<file path="config.mk">
export PLATFORM = sky130hd
export DESIGN_NAME = b_resolve_and_train
export DESIGN_NICKNAME = d
export VERILOG_FILES = /design/src/rtl/bpred_pkg.sv /design/src/rtl/b_pending_queue.sv /design/src/rtl/b_resolve_and_train.sv
export SDC_FILE = /design/constraint.sdc
export NUM_CORES = 1
export LEC_CHECK = 0
export BUFFER_PORTS_ARGS = -buffer_cell sky130_fd_sc_hd__buf_2
export CELL_PAD_IN_SITES_DETAIL_PLACEMENT = 0
export CELL_PAD_IN_SITES_GLOBAL_PLACEMENT = 1
export CORE_ASPECT_RATIO = 1.5
export CORE_MARGIN = 8
export CORE_UTILIZATION = 51
export DETAILED_ROUTE_END_ITERATION = 7
export MAX_ROUTING_LAYER = met4
export PLACE_DENSITY_LB_ADDON = 0.12
export SLEW_MARGIN = 20
export SYNTH_ARGS = -nofsm -noshare
export SYNTH_HDL_FRONTEND = slang
export SYNTH_HIERARCHICAL = 1
export SYNTH_SLANG_ARGS = --single-unit
</file>
<file path="constraint.sdc">
create_clock -name i_clk -period 16.22 [get_ports i_clk]
set_input_delay 1.622 -clock i_clk [delete_from_list [all_inputs] [get_ports i_clk]]
set_output_delay 1.622 -clock i_clk [all_outputs]
set_load 0.005 [all_outputs]
</file>
<file path="src/rtl/bpred_pkg.sv">
// Shared types and constants for the B-branch perceptron back end.
// Covers the resolve FSM states, pending-queue entry layout and saturating weight add.
package bpred_pkg;
    localparam int DEPTH = 8;
    localparam int HIST  = 8;
    localparam int NSLOT = 4;
    localparam int WBITS = 8;
    localparam int THETA = 29;
    localparam int SUMW  = 11;
    localparam int SLOTW = $clog2(NSLOT);
    localparam int PTRW  = $clog2(DEPTH);
    localparam int CNTW  = PTRW + 1;
    localparam int NWGT  = HIST + 1;

    typedef enum logic [1:0] {
        IDLE,
        CHECK,
        UPDATE,
        UPDATE_FLUSH
    } stateT;

    typedef struct packed {
        logic                   taken;
        logic [SLOTW-1:0]       slot;
        logic [HIST-1:0]        hist;
        logic signed [SUMW-1:0] sum;
        logic [31:0]            target;
        logic [31:0]            fallPc;
    } predEntryT;

    // d is +1 or -1; a result outside [-128, +127] is clamped to the nearer limit
    function automatic logic [WBITS-1:0] sat_add_w(input logic [WBITS-1:0] w, input logic [1:0] d);
        logic [WBITS:0] s;
        s = {w[WBITS-1], w} + {{(WBITS-1){d[1]}}, d};
        if (s[WBITS] != s[WBITS-1])
            sat_add_w = s[WBITS] ? {1'b1, {(WBITS-1){1'b0}}} : {1'b0, {(WBITS-1){1'b1}}};
        else
            sat_add_w = s[WBITS-1:0];
    endfunction
endpackage

</file>
<file path="src/rtl/b_pending_queue.sv">
// Synchronous FIFO of issued B predictions awaiting resolution.
// Flush wins over push and pop in the same cycle.
module b_pending_queue
    import bpred_pkg::*;
(
    input  logic            clkSys,
    input  logic            rstB,
    input  logic            push,
    input  predEntryT       pushData,
    input  logic            pop,
    input  logic            flush,
    output predEntryT       headData,
    output logic            full,
    output logic            empty,
    output logic [CNTW-1:0] count
);
    predEntryT       mem [DEPTH];
    logic [PTRW-1:0] wrPtr;
    logic [PTRW-1:0] rdPtr;
    logic            doPush;
    logic            doPop;

    assign full     = (count == CNTW'(DEPTH));
    assign empty    = (count == '0);
    assign doPush   = push && !full && !flush;
    assign doPop    = pop && !empty && !flush;
    assign headData = mem[rdPtr];

    always_ff @(posedge clkSys) begin
        if (doPush)
            mem[wrPtr] <= pushData;
    end

    always_ff @(posedge clkSys) begin
        if (!rstB) begin
            wrPtr <= '0;
            rdPtr <= '0;
            count <= '0;
        end else if (flush) begin
            wrPtr <= '0;
            rdPtr <= '0;
            count <= '0;
        end else begin
            if (doPush)
                wrPtr <= wrPtr + PTRW'(1);
            if (doPop)
                rdPtr <= rdPtr + PTRW'(1);
            count <= count + CNTW'(doPush) - CNTW'(doPop);
        end
    end
endmodule

</file>
<file path="src/rtl/b_resolve_and_train.sv">
// Resolve/train back end: queues B predictions, checks in-order resolutions,
// reports mispredicts to fetch and trains the perceptron weight table.
//
// state        | meaning
// IDLE         | waiting for a resolution of the oldest pending B
// CHECK        | compare latched prediction with the actual outcome
// UPDATE       | correct prediction; train weights if low confidence
// UPDATE_FLUSH | mispredict; correct PC out, train, empty the queue
module b_resolve_and_train
    import bpred_pkg::*;
(
    input  logic         i_clk,
    input  logic         i_rstn,
    input  logic         i_predValid,
    output logic         o_predReady,
    input  logic         i_predTaken,
    input  logic [1:0]   i_predSlot,
    input  logic [7:0]   i_predHist,
    input  logic [10:0]  i_predSum,
    input  logic [31:0]  i_predTargetPc,
    input  logic [31:0]  i_predFallPc,
    input  logic         i_resValid,
    output logic         o_resReady,
    input  logic         i_resTaken,
    input  logic [31:0]  i_resTarget,
    output logic [31:0]  o_correctPC,
    output logic [2:0]   o_counter_3,
    output logic [7:0]   o_pendingB_8,
    output logic [287:0] o_weights_288
);
    stateT            state;
    stateT            stateNext;
    predEntryT        pushEntry;
    predEntryT        headEntry;
    predEntryT        lat;
    logic             latResTaken;
    logic [31:0]      latResTarget;
    logic             qFull;
    logic             qEmpty;
    logic [CNTW-1:0]  qCount;
    logic             pushFire;
    logic             accept;
    logic             mis;
    logic             train;
    logic [SUMW:0]    sumExt;
    logic [SUMW:0]    sumAbs;
    logic [31:0]      correctPcReg;
    logic [WBITS-1:0] w [NSLOT][NWGT];

    assign pushEntry = '{taken:  i_predTaken,
                         slot:   i_predSlot,
                         hist:   i_predHist,
                         sum:    i_predSum,
                         target: i_predTargetPc,
                         fallPc: i_predFallPc};

    assign accept       = (state == IDLE) && i_resValid && !qEmpty;
    assign o_resReady   = accept;
    assign o_counter_3  = {2'b00, accept};
    assign o_predReady  = !qFull && (state != UPDATE_FLUSH);
    assign pushFire     = i_predValid && o_predReady;
    assign o_pendingB_8 = 8'(qCount);
    assign o_correctPC  = correctPcReg;

    b_pending_queue uQueue (
        .clkSys   (i_clk),
        .rstB     (i_rstn),
        .push     (pushFire),
        .pushData (pushEntry),
        .pop      (accept),
        .flush    (state == UPDATE_FLUSH),
        .headData (headEntry),
        .full     (qFull),
        .empty    (qEmpty),
        .count    (qCount)
    );

    // The latch holds steady from CHECK through UPDATE since accepts only happen in IDLE
    always_ff @(posedge i_clk) begin
        if (accept) begin
            lat          <= headEntry;
            latResTaken  <= i_resTaken;
            latResTarget <= i_resTarget;
        end
    end

    assign mis    = (lat.taken != latResTaken) || (latResTaken && (latResTarget != lat.target));
    assign sumExt = {lat.sum[SUMW-1], lat.sum};
    assign sumAbs = sumExt[SUMW] ? -sumExt : sumExt;
    assign train  = mis || (sumAbs <= (SUMW+1)'(THETA));

    always_ff @(posedge i_clk) begin
        if (!i_rstn)
            state <= IDLE;
        else
            state <= stateNext;
    end

    always_comb begin
        stateNext = state;
        case (state)
            IDLE:         if (accept) stateNext = CHECK;
            CHECK:        stateNext = mis ? UPDATE_FLUSH : UPDATE;
            UPDATE:       stateNext = IDLE;
            UPDATE_FLUSH: stateNext = IDLE;
            default:      stateNext = IDLE;
        endcase
    end

    always_ff @(posedge i_clk) begin
        if (!i_rstn)
            correctPcReg <= '0;
        else if ((state == CHECK) && mis)
            correctPcReg <= latResTaken ? latResTarget : lat.fallPc;
        else
            correctPcReg <= '0;
    end

    // Each weight moves toward agreement between its history bit and the outcome
    always_ff @(posedge i_clk) begin
        if (!i_rstn) begin
            for (int s = 0; s < NSLOT; s++)
                for (int j = 0; j < NWGT; j++)
                    w[s][j] <= '0;
        end else if (((state == UPDATE) || (state == UPDATE_FLUSH)) && train) begin
            for (int j = 0; j < HIST; j++)
                w[lat.slot][j] <= sat_add_w(w[lat.slot][j], (lat.hist[j] == latResTaken) ? 2'b01 : 2'b11);
            w[lat.slot][HIST] <= sat_add_w(w[lat.slot][HIST], latResTaken ? 2'b01 : 2'b11);
        end
    end

    always_comb begin
        o_weights_288 = '0;
        for (int s = 0; s < NSLOT; s++)
            for (int j = 0; j < NWGT; j++)
                o_weights_288[s*NWGT*WBITS + j*WBITS +: WBITS] = w[s][j];
    end
endmodule

</file>
# After elaboration in Yosys (flattened, before gate mapping)
# Memory sizes are Yosys's and may differ from the RTL's. A register that Yosys moved wholly into a read port is not among the register bits.
# Cells that the tools add are included.
# word_totals
reg_bits	77
mem_bits_rw	976
in_bits	123
output_inout_bits	333
word_cells	132
n_memories	2
# classes
add_sub_neg	14
n_lt_le_gt_ge	1
eq_ne	25
muxes	59
bitwise_logic	1
reduce_logical	23
# mem_list
memory	words	width	read_ports	rd_clocked_by_memory_dff	wr	line	text
uQueue.mem	8	86	1	1	1	b_pending_queue.sv:17	predEntryT mem [DEPTH];
w	4	72	5	0	4	b_resolve_and_train.sv:48	logic [WBITS-1:0] w [NSLOT][NWGT];
# op_table
cell	count
$mux 8	36
$add 8x2->9	9
$mux 72	1
$reduce_or 72->1	1
$mux 32	1
$ne 32x32->1	1
$mux 2	11
$le 12x5->1 const B	1
$mux 12	1
$neg 12->12	1
$logic_and 1x1->1	11
$ne 1x1->1	10
$eq 1x1->1	8
$mux 1	8
$add 3x1->3 const B	2
$pmux 2 s3	1
$add 4x1->4	1
$eq 2x2->1 const B	2
$eq 4x4->1 const B	1
$logic_not 4->1	1
$reduce_or 2->1	2
$sub 4x1->4	1
$logic_not 1->1	3
$logic_or 1x1->1	3
6 further kinds	6

# Depth between registers and ports, before layout
# Gate-level depths: netlist (run 1).
# logic_depth
depth_word	10
ltp_mapped	14
mapped_depth_nobuf	14

# Modules after synthesis
# The synthesis (run 1) kept the hierarchy.
# by_module_without_submodules
mod	n_inst	cells_each	area_each_um2	seq_area_each_um2
b_pending_queue	1	1078	26872.0	20920.1
b_resolve_and_train	1	1595	21334.2	12942.4

# Least setup slack after synthesis (run 1)
# Ideal clock, no wire load.
# synth_timing
path_kind	input port to output port
start	input port i_resValid
end	output port o_counter_3[0]
t_arrival_ps	11009
t_required_ps	14598
path_slack_ps	3589
cell_stages	3
n_path_buf	1
cell_sequence	nand2b_1 nor3_1 buf_4
# synth_via
elab_chain_len	2
# synth_rtl
element	line	text
from (decl)	b_resolve_and_train.sv:22	input logic i_resValid,
$logic_and 1x1->1 (2 in series)	b_resolve_and_train.sv:57	assign accept = (state == IDLE) && i_resValid && !qEmpty;
to (decl)	b_resolve_and_train.sv:27	output logic [2:0] o_counter_3,
# No other way between the ends.

==> results of run 1 <==
logic make-up (layout without fill, tap and decap cells):
kind of cell               after synthesis  in the layout  share of synthesized area (%)
DFF                                   1144           1144                          70.25
and+or+nand+nor                        536            536                          4.921
muxes                                  375            375                          14.93
AOI/OAI and AO/OA                      267            267                          3.880
buffers and inverters                  167            731                          1.838
adders and majority gates               96             96                          2.598
xor gates and xnor gates                87             87                          1.581
other                                    1             28                       0.007779
state kept, by name (all words and copies together) (netlist names), named ones only:
name          count
uQueue/mem      688
w               288
lat              86
latResTarget     32
o_correctPC      32
uQueue/count      4
uQueue/rdPtr      3
uQueue/wrPtr      3
state             2
latResTaken       1
where the power goes:
part / total (mW) / internal [mW] / leakage (nW) / switching (mW)
clock network: 2.47 / 1.40 / 1.66 / 1.07
logic: 3.92 / 1.61 / 7.13 / 2.31
registers: 3.84 / 3.61 / 10.7 / 0.230
total: 10.2 / 6.62 / 19.5 / 3.61
layer usage:
metal	part of all wire (%)	vias up	global-route usage, %
li1	-	11552	-
met1	38	13466	28.13
met2	53	953	42.16
met3	6.8	148	4.097
met4	2.5	0	6.964
met5	0	-	-
tightest hold or removal path: cells and delay by family (launching register included):
kind / cells / cell delay (ps)
AOI/OAI and AO/OA: 2 / 150
DFF: 1 / 310
layout make-up:
cell class / count / area, um2 / area share, %
Clock buffer: 134 / 2766 / 5.007
Antenna cell: 22 / 55.05 / 0.09965
Clock inverter: 59 / 655.6 / 1.187
Multi-Input combinational cell: 1367 / 13570 / 24.56
Tap cell: 1260 / 1577 / 2.854
Timing Repair Buffer: 489 / 2560 / 4.634
Inverter: 49 / 183.9 / 0.3329
Sequential cell: 1144 / 33880 / 61.33
through the flow:
| stage | power, mW | std cells | instance area [um2] | hold slack [ps] |
|---|---|---|---|---|
| final | 10.23 | 4524 | 55250 | 509.3 |
| after CTS | 10.31 | 4502 | 55190 | 513.7 |
| after global placement | 7.725 | 4309 | 51770 | 461.9 |
| after detailed placement | 7.832 | 4309 | 51770 | 495.6 |
| after global routing | 10.77 | 4522 | 55240 | 538.9 |
| after floorplan | 6.864 | 2678 | 48230 | 441.5 |
worst max-delay path by stage:
stage	startpoint	to	slack, ps	cells after the start
after floorplan	i_resValid	o_counter_3[0]	3590	3
after global placement	i_predValid	uQueue/mem[4][48]$_DFFE_PP_	11080	7
after detailed placement	i_predValid	uQueue/mem[4][48]$_DFFE_PP_	11060	7
after CTS	flop	w[1][33]$_SDFFCE_PN0P_	10990	10
after global routing	flop	w[2][33]$_SDFFCE_PN0P_	10540	10
final	flop	w[2][33]$_SDFFCE_PN0P_	11050	10
cell usage in the layout (no fill, tap or decap), types with 9 or more instances in the layout:
cell type	n
edfxtp_1	1095
buf_2	449
nor2_1	330
mux4_2	242
clkbuf_16	105
a21oi_1	81
mux2_4	81
ha_1	72
nand2_1	54
inv_1	49
xor2_1	48
o21ai_0	47
mux2i_1	44
dfxtp_1	44
xnor2_1	39
buf_4	39
nor2b_1	32
nor3_1	27
clkbuf_1	26
diode_2	22
a21o_1	19
clkinv_1	18
clkinv_2	17
nand3_1	16
bufinv_16	12
a211oi_1	11
a31oi_1	11
nand2b_1	10
fa_1	10
nor4_1	9
o21a_1	9
maj3_2	9
==> results.yml, run 1 <==
floorplan:
  die_area_mm2: 0.1048
  io_pins: 456
  start_util_pct: 51.23
  rows: 138
  die_h_um: 392.5
  coreArea_mm2: 0.09410
  die_x_um: 267.0
yosys:
  synth-seq-cells: 1144
  synth.avg_cell_area_um2: 18.03
  syn_inst: 2673
  synth_edf_count: 1095
  synth_area_leaders: "edfxtp_1 68%, mux4_2 11%, nor2_1 2.6%, mux2_4 2.5%, dfxtp_1 2.0%"
  synth_ff_type: "edfxtp_1"
  synth.most_common_cell: "edfxtp_1"
  synthArstFlopShare_pct: 0
  yosys_warnings: 6
  syn_area_mm2: 0.04821
  ys_seq_area_share_pct: 70.25
  synth_largest_area_cell: "edfxtp_1"
  synth_top_area_share_pct: 68.21
  synthTopCellsByCount: "1095 x edfxtp_1, 336 x nor2_1, 242 x mux4_2"
  synth_cell_types: 91
finish:
  syn_to_final_growth_pct: 14.60
  drive_gt1_share_pct: 31.68
  utilization_pct: 58.71
  final_nets: 3360
  nFillCells: 7179
clocking:
  cts_root_buf: "clkbuf_16"
  insertion_delay_ps: 690
  cts_setup_buffers: 0
  cts_resized: 0
  hold_buffers: 0
  clk_path_buf_depth: 3
  clkSlewWorstSetupHoldPaths_ps: 70
  cts_buffers: 104
  cts_max_level: 3
  cts_sinks: 1144
  cts_tree: "done"
sta:
  min_period_ps: 5166
  fmaxAchievable_mhz: 193.6
  final_hold_viol_count: 0
  max_slew_margin_pct: 23.93
  fin_setup_tns_ps: 0
  finClkSkew_ps: 22.47
  worst_slew_pin_slew_ps: 1141
  rsz0062_at_grt: "false"
  drv_slew: 0
  worst_slack_ps: 11050
  fin_crit_sh_pct: 31.85
  setup_viol: 0
drt:
  route.detailed.drc: 0
  wl_um: 123200
  drt_iter0_drc: 2042
  ant_nets: 0
  post_drt_wl_per_cell_um: 27.23
  viasPerCell: 5.773
  via_count: 26119
  drtPass1Iterations: 6
critical_path:
  cp.buffers_inverters: 1
  cp.required_ps: 16610
  crit_chain: "buf_4 -> mux4_2 -> ha_1 -> and3_1 -> a2111oi_0 -> a221oi_4 -> xnor2_1 -> nand2_1 -> a21oi_1 -> nor2_1"
  critical-path-max-stage-delay_ps: 930
  cp-start-kind: "flop"
  reg2reg_slack_ps: 11050
  slowest_stage: "dfxtp_4"
  endpoint_kind: "flop"
  worstRegToRegCells: 10
  r2r-end: "w[2][33]$_SDFFCE_PN0P_"
  cp_max_fo: 42
  critPathKind: "reg -> reg"
  critPathTopFamily: "compound AO/OA/AOI/OAI gates"
  arrival_ps: 5560
grt:
  grt_overflow: 0
  grt_max_degree: 87
  grt_pass1_wl_um: 179800
  grt_pass1_vias: 27336
  track_usage_pct: 23.93
  antenna_found_initial: 28
place:
  io_buffers: 449
  pre_cts_ws_ps: 11060
  post-dp-hpwl_um: 81110
  place_congestion: 0.9321
min_path:
  holdCritStartpoint: "uQueue/rdPtr[2]$_SDFFE_PP0P_"
  hold_path_class: "reg -> reg"
  min_path_cells: 2
power_and_ir_drop:
  power.leakage_nw: 19.51
  peakVddDrop_mv: 0.1105
  power_density_mw_per_mm2: 185.2
outcome:
  status: "completed"
run:
  cap_violations: 0
(Power assumes the default switching activity.)
==> inputs of run 2 (changes only) <==
ABC_AREA = 1   (was unset)
CORE_UTILIZATION = 43   (was 51)
clock period = 4.2 ns   (was 16.22 ns; I/O delays follow)
==> run 2 against run 1 <==
Net effect: critical path depth increased by 4; register-to-register slack lost 10000 ps; sequential share of layout area is 4.0 points lower; via count increased by 35%; clock-buffer cell count grew 10; global-route usage fell by 0.67 points; critical endpoint is now w[2][64]$_SDFFCE_PN0P_; highest routed layer unchanged.
==> results.yml, run 2 <==
yosys:
  synthArstFlopShare_pct: 0
  synth_top_area_share_pct: 65.60
  synth_cell_types: 38
  syn_inst: 4695
  synth_largest_area_cell: "edfxtp_1"
  synthTopCellsByCount: "1466 x nand2_1, 1095 x edfxtp_1, 608 x nor2_1"
  synth.most_common_cell: "nand2_1"
  ys_seq_area_share_pct: 67.55
  syn_area_mm2: 0.05013
  synth_ff_type: "edfxtp_1"
  synth_area_leaders: "edfxtp_1 66%, nand2_1 11%, nor2_1 4.6%, o21ai_0 3.5%, dfxtp_1 2.0%"
  synth.avg_cell_area_um2: 10.68
  yosys_warnings: 6
  synth_edf_count: 1095
  synth-seq-cells: 1144
power_and_ir_drop:
  peakVddDrop_mv: 0.4576
  power.total_mw: 45.21
  power.leakage_nw: 24.08
  power_density_mw_per_mm2: 764.7
clocking:
  cts_sinks: 1144
  clkSlewWorstSetupHoldPaths_ps: 60
  cts_root_buf: "clkbuf_16"
  clk_path_buf_depth: 3
  cts_tree: "done"
  cts_buffers: 109
  insertion_delay_ps: 720
  cts_max_level: 3
  cts_resized: 0
min_path:
  hold_path_end: "state[0]$_SDFFE_PN0P_"
  min_path_cells: 3
  hold_path_class: "in -> reg"
  holdCritStartpoint: "i_rstn"
finish:
  largest_reg_flops: 688
  drive_gt1_share_pct: 16.30
  seq_area_mm2: 0.03388
  top_register: "uQueue/mem"
  reg_top3: "uQueue/mem (688), w (288), lat (86)"
  multi_input_area_mm2: 0.01414
  nFillCells: 10469
  final_cell_count_no_fill: 6897
  fin_area_mm2: 0.05913
  final_common_cell: "nand2_1"
  layout_common_cells: "1462 x nand2_1, 1095 x edfxtp_1, 599 x nor2_1"
  syn_to_final_growth_pct: 17.96
  final_nets: 5446
place:
  dp.cells: 6561
  io_buffers: 449
  placed_cell_area_mm2: 0.05434
  place_congestion: 0.8529
  post-dp-hpwl_um: 93200
critical_path:
  crit_path_frequent_cell: "nand2_1"
  cp.required_ps: 4630
  worstRegToRegCells: 14
  cp-start-kind: "flop"
  r2r-start: "latResTaken$_DFFE_PP_"
  reg2reg_slack_ps: 730
  slowest_stage: "xor2_1"
  r2r-end: "w[2][64]$_SDFFCE_PN0P_"
  arrival_ps: 3900
  critical-path-max-stage-delay_ps: 740
  critPathKind: "reg -> reg"
  crit_chain: "buf_4 -> xor2_1 -> ha_1 -> a21oi_1 -> o21a_1 -> nand2_1 -> nand2_1 -> nand2_1 -> nand2_1 -> nand2_1 -> nand2_1 -> nand2_1 -> inv_2 -> nor2_1"
  endpoint_kind: "flop"
  cp_max_fo: 12
grt:
  track_usage_pct: 23.25
  grt_pass1_wl_um: 219100
  grt_overflow: 0
  grt_max_degree: 129
  grt_pass1_vias: 34541
  antenna_found_initial: 17
floorplan:
  die_x_um: 294.8
  io_pins: 456
  rows: 153
  coreArea_mm2: 0.1158
  die_h_um: 434.2
  start_util_pct: 43.28
  die_area_mm2: 0.1280
sta:
  worst_slew_pin_slew_ps: 1045
  setup_viol: 0
  max_slew_margin_pct: 30.09
  fin_crit_sh_pct: 82.64
  drv_slew: 0
  fin_setup_tns_ps: 0
  fmaxAchievable_mhz: 288.1
  min_period_ps: 3471
  final_hold_viol_count: 0
  finClkSkew_ps: 24.30
  rsz0062_at_grt: "false"
drt:
  via_count: 35217
  viasPerCell: 5.106
  wl_um: 148200
  post_drt_wl_per_cell_um: 21.49
  ant_nets: 0
  drtPass1Iterations: 7
  route.detailed.drc: 0
  drt_iter0_drc: 2026
run:
  cap_violations: 0
outcome:
  status: "completed"
run 2: area by class of cell:
| class | count | area share, % |
|---|---|---|
| Multi-Input combinational cell | 3075 | 23.91 |
| Timing Repair Buffer | 655 | 7.766 |
| Inverter | 256 | 1.655 |
| Clock buffer | 144 | 4.941 |
| Tap cell | 1550 | 3.280 |
| Sequential cell | 1144 | 57.29 |
| Antenna cell | 15 | 0.06348 |
| Clock inverter | 58 | 1.090 |
run 2: worst max-delay path by stage:
stage                                     from                         end  depth (start not counted)
floorplan           uQueue/count[2]$_SDFF_PP0_  uQueue/mem[0][0]$_DFFE_PP_                          7
global placement         latResTaken$_DFFE_PP_      w[3][64]$_SDFFCE_PN0P_                         14
detailed placement       latResTaken$_DFFE_PP_      w[2][64]$_SDFFCE_PN0P_                         14
CTS                      latResTaken$_DFFE_PP_      w[2][64]$_SDFFCE_PN0P_                         14
global route             latResTaken$_DFFE_PP_      w[3][68]$_SDFFCE_PN0P_                         14
finish                   latResTaken$_DFFE_PP_      w[2][64]$_SDFFCE_PN0P_                         14
run 2: repair_timing:
item                       CTS  global route
hold buffers               119             0
buffers inserted             0             0
setup endpoints to repair    0             0
hold endpoints to repair   721             0
run 2: cells by family (layout without fill, tap and decap cells):
| family | count (synthesis) | in the layout | share of synthesized area, % |
|---|---|---|---|
| and+or+nand+nor | 2289 | 2289 | 18.17 |
| DFF | 1144 | 1144 | 67.55 |
| AOI/OAI and AO/OA | 644 | 644 | 6.659 |
| buffers and inverters | 481 | 1113 | 4.475 |
| xor gates and xnor gates | 54 | 54 | 0.9435 |
| adders and majority gates | 82 | 82 | 2.196 |
| other | 1 | 21 | 0.007481 |
run 2: report_power, final:
group	total, mW	internal, mW	switching (mW)
Clock	9.95	5.64	4.31
Combinational	20.4	5.94	14.4
Sequential	14.9	14.2	0.654
Total	45.2	25.8	19.4
run 2: critical path: cells and delay by family (launching register included):
kind / cells / cell delay, ps
AOI/OAI and AO/OA: 2 / 360
xor gates and xnor gates: 1 / 740
adders and majority gates: 1 / 440
buffers and inverters: 2 / 310
DFF: 1 / 390
and+or+nand+nor: 8 / 940
run 2: per-layer routing:
layer / part of all wire [%] / vias up / routed length, um / global-route usage, %
met5: 0 / - / 0 / -
met4: 3.4 / 0 / 5081 / 8.369
met3: 5.6 / 254 / 8329 / 2.962
met2: 50 / 1043 / 74580 / 40.35
met1: 41 / 17031 / 60250 / 27.75
li1: - / 16889 / - / -
run 2: stage by stage:
step / utilization (%) / hold slack (ps) / setup WS (ps)
after CTS: 51.02 / 76.26 / 705.1
after detailed placement: 46.92 / 472.3 / 706.0
after global placement: 46.92 / 459.4 / 757.5
final: 51.05 / 132.2 / 729.3
after global routing: 51.05 / 131.9 / 491.3
after floorplan: - / 436.9 / -1346
